==> src/rtl/axi_stream_remove_header.sv <==
// -----------------------------------------------------------------------------
// axi_stream_remove_header
//
// Strips R leading bytes (0..DATA_BYTE_WD-1) from each AXI-Stream packet. The
// remaining bytes are re-packed toward the MSB lane. One strip count is taken
// per packet on the remove side channel.
//
// Ports
//   clk, rst_n                    clock (rising edge), async active-low reset
//   valid_in/ready_in             input beat handshake
//   data_in, keep_in, last_in     input beat (byte 0 = MSB lane, keep MSB = byte 0)
//   valid_out/ready_out           output beat handshake
//   data_out, keep_out, last_out  registered output beat
//   valid_remove/ready_remove     strip-count handshake
//   byte_remove_cnt               bytes to strip from the next packet
// -----------------------------------------------------------------------------
module axi_stream_remove_header #(
    parameter int DATA_WD      = 32,
    parameter int DATA_BYTE_WD = DATA_WD / 8,
    parameter int BYTE_CNT_WD  = $clog2(DATA_BYTE_WD)
) (
    input  logic                    clk,
    input  logic                    rst_n,
    input  logic                    valid_in,
    output logic                    ready_in,
    input  logic [DATA_WD-1:0]      data_in,
    input  logic [DATA_BYTE_WD-1:0] keep_in,
    input  logic                    last_in,
    output logic                    valid_out,
    input  logic                    ready_out,
    output logic [DATA_WD-1:0]      data_out,
    output logic [DATA_BYTE_WD-1:0] keep_out,
    output logic                    last_out,
    input  logic                    valid_remove,
    output logic                    ready_remove,
    input  logic [BYTE_CNT_WD-1:0]  byte_remove_cnt
);

    typedef enum logic [1:0] {
        ST_IDLE  = 2'd0,
        ST_HEAD  = 2'd1,
        ST_BODY  = 2'd2,
        ST_FLUSH = 2'd3
    } state_t;

    state_t                  state_r;
    state_t                  state_s;

    logic [BYTE_CNT_WD-1:0]  rem_r;
    logic [DATA_WD-1:0]      carry_data_r;
    logic [DATA_BYTE_WD-1:0] carry_keep_r;

    logic                    load_ok_s;
    logic                    rem_fire_s;
    logic                    carry_load_s;
    logic                    out_load_s;
    logic                    out_flush_s;
    logic                    out_last_s;
    logic                    body_resid_s;
    logic                    head_resid_s;

    logic [BYTE_CNT_WD+2:0]    bit_shift_s;
    logic [2*DATA_WD-1:0]      wide_data_s;
    logic [2*DATA_BYTE_WD-1:0] wide_keep_s;
    logic [DATA_BYTE_WD-1:0]   head_keep_s;
    logic [DATA_WD-1:0]        flush_data_s;
    logic [DATA_BYTE_WD-1:0]   flush_keep_s;

    // Output register can take a new beat when empty or draining this cycle.
    assign load_ok_s  = !valid_out || ready_out;
    assign rem_fire_s = valid_remove && ready_remove;

    // Shift the {previous beat, current beat} pair left by R bytes: the upper
    // half is the realigned output beat, the lower half holds what is left over.
    assign bit_shift_s  = {rem_r, 3'b000};
    assign wide_data_s  = {carry_data_r, data_in} << bit_shift_s;
    assign wide_keep_s  = {carry_keep_r, keep_in} << rem_r;
    assign head_keep_s  = keep_in << rem_r;
    assign flush_data_s = carry_data_r << bit_shift_s;
    assign flush_keep_s = carry_keep_r << rem_r;

    assign body_resid_s = (wide_keep_s[DATA_BYTE_WD-1:0] != {DATA_BYTE_WD{1'b0}});
    // A single-beat packet whose bytes all fall inside the header leaves nothing.
    assign head_resid_s = (head_keep_s != {DATA_BYTE_WD{1'b0}});

    // State register.
    always_ff @(posedge clk or negedge rst_n) begin
        if (!rst_n) begin
            state_r <= ST_IDLE;
        end else begin
            state_r <= state_s;
        end
    end

    // Next-state logic; uses valid_in directly so it never loops through ready_in.
    always_comb begin
        state_s = state_r;
        case (state_r)
            ST_IDLE: begin
                if (valid_remove) begin
                    state_s = ST_HEAD;
                end else begin
                    state_s = ST_IDLE;
                end
            end
            ST_HEAD: begin
                if (valid_in) begin
                    if (!last_in) begin
                        state_s = ST_BODY;
                    end else if (head_resid_s) begin
                        state_s = ST_FLUSH;
                    end else begin
                        state_s = ST_IDLE;
                    end
                end else begin
                    state_s = ST_HEAD;
                end
            end
            ST_BODY: begin
                if (valid_in && load_ok_s && last_in) begin
                    if (body_resid_s) begin
                        state_s = ST_FLUSH;
                    end else begin
                        state_s = ST_IDLE;
                    end
                end else begin
                    state_s = ST_BODY;
                end
            end
            ST_FLUSH: begin
                if (load_ok_s) begin
                    state_s = ST_IDLE;
                end else begin
                    state_s = ST_FLUSH;
                end
            end
            default: begin
                state_s = ST_IDLE;
            end
        endcase
    end

    // Per-state handshakes and datapath strobes.
    always_comb begin
        ready_in     = 1'b0;
        ready_remove = 1'b0;
        carry_load_s = 1'b0;
        out_load_s   = 1'b0;
        out_flush_s  = 1'b0;
        out_last_s   = 1'b0;
        case (state_r)
            ST_IDLE: begin
                ready_remove = 1'b1;
            end
            ST_HEAD: begin
                // First beat only fills the carry, so no output space is needed.
                ready_in     = 1'b1;
                carry_load_s = valid_in;
            end
            ST_BODY: begin
                ready_in     = load_ok_s;
                carry_load_s = valid_in && load_ok_s;
                out_load_s   = valid_in && load_ok_s;
                out_last_s   = last_in && !body_resid_s;
            end
            ST_FLUSH: begin
                out_load_s  = load_ok_s;
                out_flush_s = 1'b1;
                out_last_s  = 1'b1;
            end
            default: begin
                ready_remove = 1'b0;
            end
        endcase
    end

    // Strip count, carry beat and registered output beat.
    always_ff @(posedge clk or negedge rst_n) begin
        if (!rst_n) begin
            rem_r        <= {BYTE_CNT_WD{1'b0}};
            carry_data_r <= {DATA_WD{1'b0}};
            carry_keep_r <= {DATA_BYTE_WD{1'b0}};
            valid_out    <= 1'b0;
            data_out     <= {DATA_WD{1'b0}};
            keep_out     <= {DATA_BYTE_WD{1'b0}};
            last_out     <= 1'b0;
        end else begin
            if (rem_fire_s) begin
                rem_r <= byte_remove_cnt;
            end
            if (carry_load_s) begin
                carry_data_r <= data_in;
                carry_keep_r <= keep_in;
            end
            if (out_load_s) begin
                valid_out <= 1'b1;
                last_out  <= out_last_s;
                if (out_flush_s) begin
                    data_out <= flush_data_s;
                    keep_out <= flush_keep_s;
                end else begin
                    data_out <= wide_data_s[2*DATA_WD-1:DATA_WD];
                    keep_out <= wide_keep_s[2*DATA_BYTE_WD-1:DATA_BYTE_WD];
                end
            end else if (ready_out) begin
                valid_out <= 1'b0;
            end
        end
    end

endmodule
==> config.mk <==
export PLATFORM = sky130hd
export DESIGN_NAME = axi_stream_remove_header
export DESIGN_NICKNAME = d
export VERILOG_FILES = /design/src/rtl/axi_stream_remove_header.sv
export SDC_FILE = /design/constraint.sdc
export NUM_CORES = 1
export LEC_CHECK = 0
export CAP_MARGIN = 5
export CORE_MARGIN = 1
export CORE_UTILIZATION = 45
export CTS_BUF_LIST = sky130_fd_sc_hd__clkbuf_4 sky130_fd_sc_hd__clkbuf_8
export CTS_CLUSTER_SIZE = 28
export DETAILED_ROUTE_END_ITERATION = 10
export PLACE_DENSITY = 0.84
export RECOVER_POWER = 25
export SETUP_SLACK_MARGIN = 0.3
export SLEW_MARGIN = 20
export SYNTH_ARGS = -nofsm -noshare
export SYNTH_HDL_FRONTEND = slang
export SYNTH_SLANG_ARGS = --single-unit
==> constraint.sdc <==
create_clock -name clk -period 1.49 [get_ports clk]
set_input_delay 0.2235 -clock clk [delete_from_list [all_inputs] [get_ports clk]]
set_output_delay 0.2235 -clock clk [all_outputs]
set_load 0.03 [all_outputs]
==> results.tsv, run 1 <==
metric	value	unit
Final Hold Vio Count	0	
violated checks	setup timing	
RePlAce Congestion	0.822	
top-count cell post-synth	dfrtp_1	
die extent in y	99.0	um
worst skew pair latency	360	ps
Hold Path Class	reg2reg	
GRT overflow	0	
Yosys reg bits	78	
Starting Density	46.1	%
number of clock sinks	78	
crit path cell chain	inv_2 -> ha_4 -> buf_6 -> a21oi_4 -> buf_6 -> nor2_8 -> clkbuf_16 -> mux2_4	
final-report setup violation count	76	
CP endpoint kind	register	
# port buffers	83	
post-synth net total	398	
number of fill cells	662	
share of cells above drive strength 1	48.0	%
nets	530	
status	complete, but fails checks	
routed vias/inst	5.67	
final slew viol count	0	
I/O pins	84	
TritonCTS clock tree	yes	
largest area contributor in the synthesized netlist	dfrtp_1	
die area	9800	um^2
Tcrit/Tclk final	123	%
vias in the first global route	3482	
Main synth FF type	dfrtp_1	
Max Clock Freq	547	MHz
router iterations before antenna repair	4	
worst slew pin tran	713	ps
Pwr per Cell Area	2310	nW/um^2
CTS H-tree depth	3	
Cell Area, Synth	4240	um^2
Clock Skew	12.1	ps
Max IR drop VDD	0.00121	V
Lkg Pwr	2.80	nW
crit start category	register	
worst endpoint data arrival time	2070	ps
syn avg cell area	12.1	um^2
Post-synth EDFFs	0	
Worst-path clk slew	90	ps
most used cell, CP	buf_6	
final wirelength	11700	um
clock root buffer master	clkbuf_8	
WL/cell	19.6	um
CTS max path bufs	2	
num rows	35	
CP Class	reg2reg	
Slew headroom	52.4	%
Post-DRT Antenna Nets	0	
DP HPWL	6830	um
synth cell count leaders	dfrtp_1, mux2_4, mux2i_1	
core area	9200	um^2
number of antenna violations at the first check in global routing	0	
final instance area	6150	um^2
CP max-delay cell	dfrtp_1	
largest net degree at the start of global routing	79	
Max FO, Critical Path	8	
DR DRC count	0	
sum of negative setup slack	-20590	ps
synth warn	0	
Mapped Cells	350	
pre-CTS setup slack	-244	ps
Antenna diodes	0	
chip width	99.0	um
1st-iter DRT viols	108	
Max stage delay on crit path	400	ps
CTS Buf Count	9	
post-layout util	66.8	%
first-pass GRT wire length	17400	um
post-layout minimum cycle time	1830	ps
Setup WS post-layout	-338	ps
DP Area	5390	um^2
layout overhead on the synthesized area	45.1	%
asr flop ratio synth	100	%
maxcap violations	0	
ranking of synthesized cells by area	dfrtp_1, mux2_4, mux2i_1, mux2_2, a211oi_1	
Via Count	3390	
post-synthesis sequential area ratio	46.1	%
Synth top area share	46.1	%
WP data required	1740	ps
Tot GR Track Use	23.0	%
Yosys cell types	35	
RSZ-0062 raised after global routing	yes	
total power	14.2	mW
-- registers in the layout (all words and copies together) (netlist names) --
| register | flops |
|---|---|
| data_out | 32 |
| rem_r | 2 |
| state_r | 2 |
| carry_keep_r | 4 |
| valid_out | 1 |
| last_out | 1 |
| carry_data_r | 32 |
| keep_out | 4 |
-- path summary, 6_finish.rpt --
kind	start	slack [ps]	endpoint	depth (start not counted)
worst max-delay path	state_r[0]	-340	carry_data_r[9]	8
worst min-delay path	data_out[22]	480	data_out[22]	1
worst max register to register	state_r[0]	-340	carry_data_r[9]	8
worst min register to register	data_out[22]	480	data_out[22]	1
max in group asynchronous	rst_n	420	rem_r[0]	3
min in group asynchronous	rst_n	560	carry_data_r[1]	3
-- metrics by stage --
stage | cells | hold slack, ps
4_1_cts | 584 | 438
6_report | 598 | 478
3_5_place_dp | 554 | 280
3_3_place_gp | 554 | 281
2_1_floorplan | 350 | -72.1
5_1_grt | 598 | 467
-- cell type report --
class | count | area, um^2 | area share (%)
clock inverters | 5 | 43.8 | 0.713
inverters | 4 | 15.0 | 0.244
repair buffers | 146 | 1440 | 23.4
multi-input cells | 243 | 2400 | 39.1
clock buffers | 11 | 151 | 2.46
flip-flops and latches | 78 | 1960 | 31.8
well taps | 111 | 139 | 2.26
-- timing repair --
| action | 4_1_cts | 5_1_grt |
|---|---|---|
| endpoints found under the setup margin | 118 | 85 |
| cloned | 5 | 5 |
| hold endpoints to repair | 78 | 0 |
| hold buffers | 1 | 0 |
| buffers inserted | 8 | 9 |
| resized for setup | 243 | 73 |
| pin swaps | 10 | 13 |
-- metal layers --
layer / part of all wire, % / vias up / track usage, %
met5: 0 / - / 0
met4: 2.6 / 0 / 10.2
met3: 5.0 / 26 / 3.48
met2: 51 / 108 / 38.3
met1: 41 / 1715 / 29.8
li1: - / 1541 / -
-- cells by family (layout without fill, tap and decap cells) --
group	count (synthesis)	count (layout)	share of synthesized area, %
AO/OA/AOI/OAI	98	98	16.0
adder cells (fa/ha/maj)	4	4	1.18
buffers and inverters	31	166	5.49
flip-flops	78	78	46.1
multiplexers	78	78	23.1
AND/OR/NAND/NOR	61	63	8.09
-- where the power goes --
group | internal [mW] | switching, mW | leakage [nW]
Sequential | 3.15 | 0.847 | 0.945
Combinational | 4.45 | 4.21 | 1.76
Clock | 0.711 | 0.834 | 0.0997
Total | 8.31 | 5.89 | 2.80
-- worst max-delay path, delay by kind of cell, from the launching register on --
| kind | cells | cell delay (ps) |
|---|---|---|
| DFF | 1 | 400 |
| adders and majority gates | 1 | 150 |
| and+or+nand+nor | 1 | 260 |
| AOI/OAI and AO/OA | 1 | 40 |
| buffers and inverters | 4 | 560 |
| muxes | 1 | 300 |
-- cell usage in the layout, fill, tap and decap left out, types with 3 or more instances in the layout --
cell type,n
mux2_2,5
o22a_1,18
dfrtp_2,4
clkbuf_16,4
clkinv_4,5
ha_4,4
buf_4,29
mux2i_1,28
o21ai_2,7
a21oi_2,4
buf_12,9
buf_6,22
o21ai_1,11
nor2b_1,26
a21o_1,8
nand2_2,15
a211oi_2,8
nand2_4,3
clkdlybuf4s50_1,42
clkbuf_8,11
clkbuf_4,5
buf_2,31
a211oi_1,16
a21oi_1,15
nand2b_1,3
mux2_4,43
dfrtp_1,74
nand2_1,4
(Power assumes the default switching activity.)
==> inputs of run 2 (changes only) <==
DONT_BUFFER_PORTS = 1   (was default)
PLACE_DENSITY = 0.72   (was 0.84)
==> run 2 against run 1 <==
The flow finishes with violations (hold timing, setup timing); total power decreased by 4.8%; via count down 8.0%; final area fell by 6.4%; maximum frequency rose by 6.4%; combinational power fell by 18%; sequential power increased by 24%; clock power decreased by 5%; largest cell class unchanged; highest routed layer unchanged.
==> results.tsv, run 2 (synthesis gave the netlist of run 1 again) <==
metric	value	unit
worst slew pin tran	404	ps
post-route insts no fill	539	
Final Hold Vio Count	78	
Max IR drop VDD	0.00110	V
Largest regs	carry_data_r (32), data_out (32)	
CTS Buf Count	9	
Clock Skew	14.1	ps
crit path cell chain	inv_2 -> ha_4 -> nand2_4 -> nor2_8 -> buf_6 -> clkbuf_16 -> mux2_4	
GR peak layer	met2	
clock root buffer master	clkbuf_8	
violated checks	hold timing, setup timing	
largest net degree at the start of global routing	79	
final-report setup violation count	76	
num rows	35	
CP max-delay cell	dfrtp_1	
CP Class	reg2reg	
Post-DRT Antenna Nets	0	
post-layout minimum cycle time	1720	ps
nets	471	
Max Clock Freq	582	MHz
vias in the first global route	3044	
most common cell after layout, fill and taps aside	dfrtp_1	
Max FO, Critical Path	5	
final slew viol count	0	
WL/cell	20.9	um
router iterations before antenna repair	4	
total power	13.5	mW
Slew headroom	73.1	%
WP data required	1730	ps
number of antenna violations at the first check in global routing	0	
die extent in y	99.0	um
DP HPWL	6470	um
RSZ-0062 raised after global routing	yes	
Via Count	3118	
CP endpoint kind	register	
core area	9200	um^2
met1 Usage GRT	29.4	%
Setup WS post-layout	-228	ps
Hold Slack	-449	ps
Pwr per Cell Area	2350	nW/um^2
layout overhead on the synthesized area	35.8	%
GRT overflow	0	
delay-heaviest family, CP	flip-flops	
# port buffers	0	
final wirelength	11300	um
most frequent cells in the layout	dfrtp_1, mux2_4, dlygate4sd3_1	
chip width	99.0	um
TritonCTS clock tree	yes	
I/O pins	84	
Tot GR Track Use	22.5	%
die area	9800	um^2
share of cells above drive strength 1	41.4	%
number of clock sinks	78	
maxcap violations	0	
worst skew pair latency	360	ps
Cells after DPL	459	
RePlAce Congestion	0.894	
1st-iter DRT viols	149	
Hold Path Class	in2async	
number of fill cells	659	
Max stage delay on crit path	420	ps
crit start category	register	
first-pass GRT wire length	16700	um
Worst-path clk slew	100	ps
DR DRC count	0	
Tcrit/Tclk final	115	%
CTS H-tree depth	3	
met3 Use GR	7.52	%
Buf/Inv on CP	3	
M2 GR Usage	35.7	%
Starting Density	46.1	%
routed vias/inst	5.78	
worst endpoint data arrival time	1960	ps
status	complete, but fails checks	
Antenna diodes	0	
CTS max path bufs	2	
Lkg Pwr	2.57	nW
==> run 2: what timing repair did <==
action                                  4_1_cts  5_1_grt
gates resized for setup                      79       31
buffers inserted                             20        4
gates cloned                                  5        1
hold buffers                                 18       16
endpoints found under the setup margin       80       81
pin swaps                                    13       11
hold endpoints to repair                     96       94
==> run 2: where the power goes <==
group / switching (mW) / internal, mW
Clock: 0.852 / 0.622
Combinational: 3.02 / 4.06
Sequential: 1.82 / 3.14
==> run 2: worst paths after layout <==
path,start,to,slack [ps],cells past startpoint
worst max-delay path,state_r[1],carry_data_r[7],-230,7
worst min-delay path,rst_n,data_out[19],-450,0
worst max register to register,state_r[1],carry_data_r[7],-230,7
worst min register to register,carry_data_r[25],carry_data_r[25],510,1
max in group asynchronous,rst_n,rem_r[1],1790,0
min in group clk,byte_remove_cnt[1],rem_r[1],20,1
==> run 2: final cells by class <==
cell class	instances	area, um^2	area share [%]
clock buffers	9	124	2.15
clock inverters	7	55.1	0.957
inverters	4	15.0	0.261
multi-input cells	241	2350	40.9
flip-flops and latches	78	1960	34.0
well taps	111	139	2.41
repair buffers	89	1110	19.3
==> run 2: per-stage QoR <==
step                      TNS [ps]  setup WS, ps  utilization, %  hold WS, ps  instance area, um^2
final                       -12390          -228            62.5         -449                 5750
after detailed placement     -7590          -175            48.8        -69.9                 4490
after global routing        -16090          -276            62.5         -477                 5750
after floorplan              -3150         -86.8               -        -72.1                 4270
after CTS                    -8340          -174            58.8         -468                 5410
after global placement       -4970          -121            48.8        -69.8                 4490
==> run 2: layer usage <==
layer | vias up | part of all wire (%)
met5 | - | 0
met4 | 0 | 1.2
met3 | 17 | 5.4
met2 | 97 | 50
met1 | 1581 | 44
li1 | 1423 | -
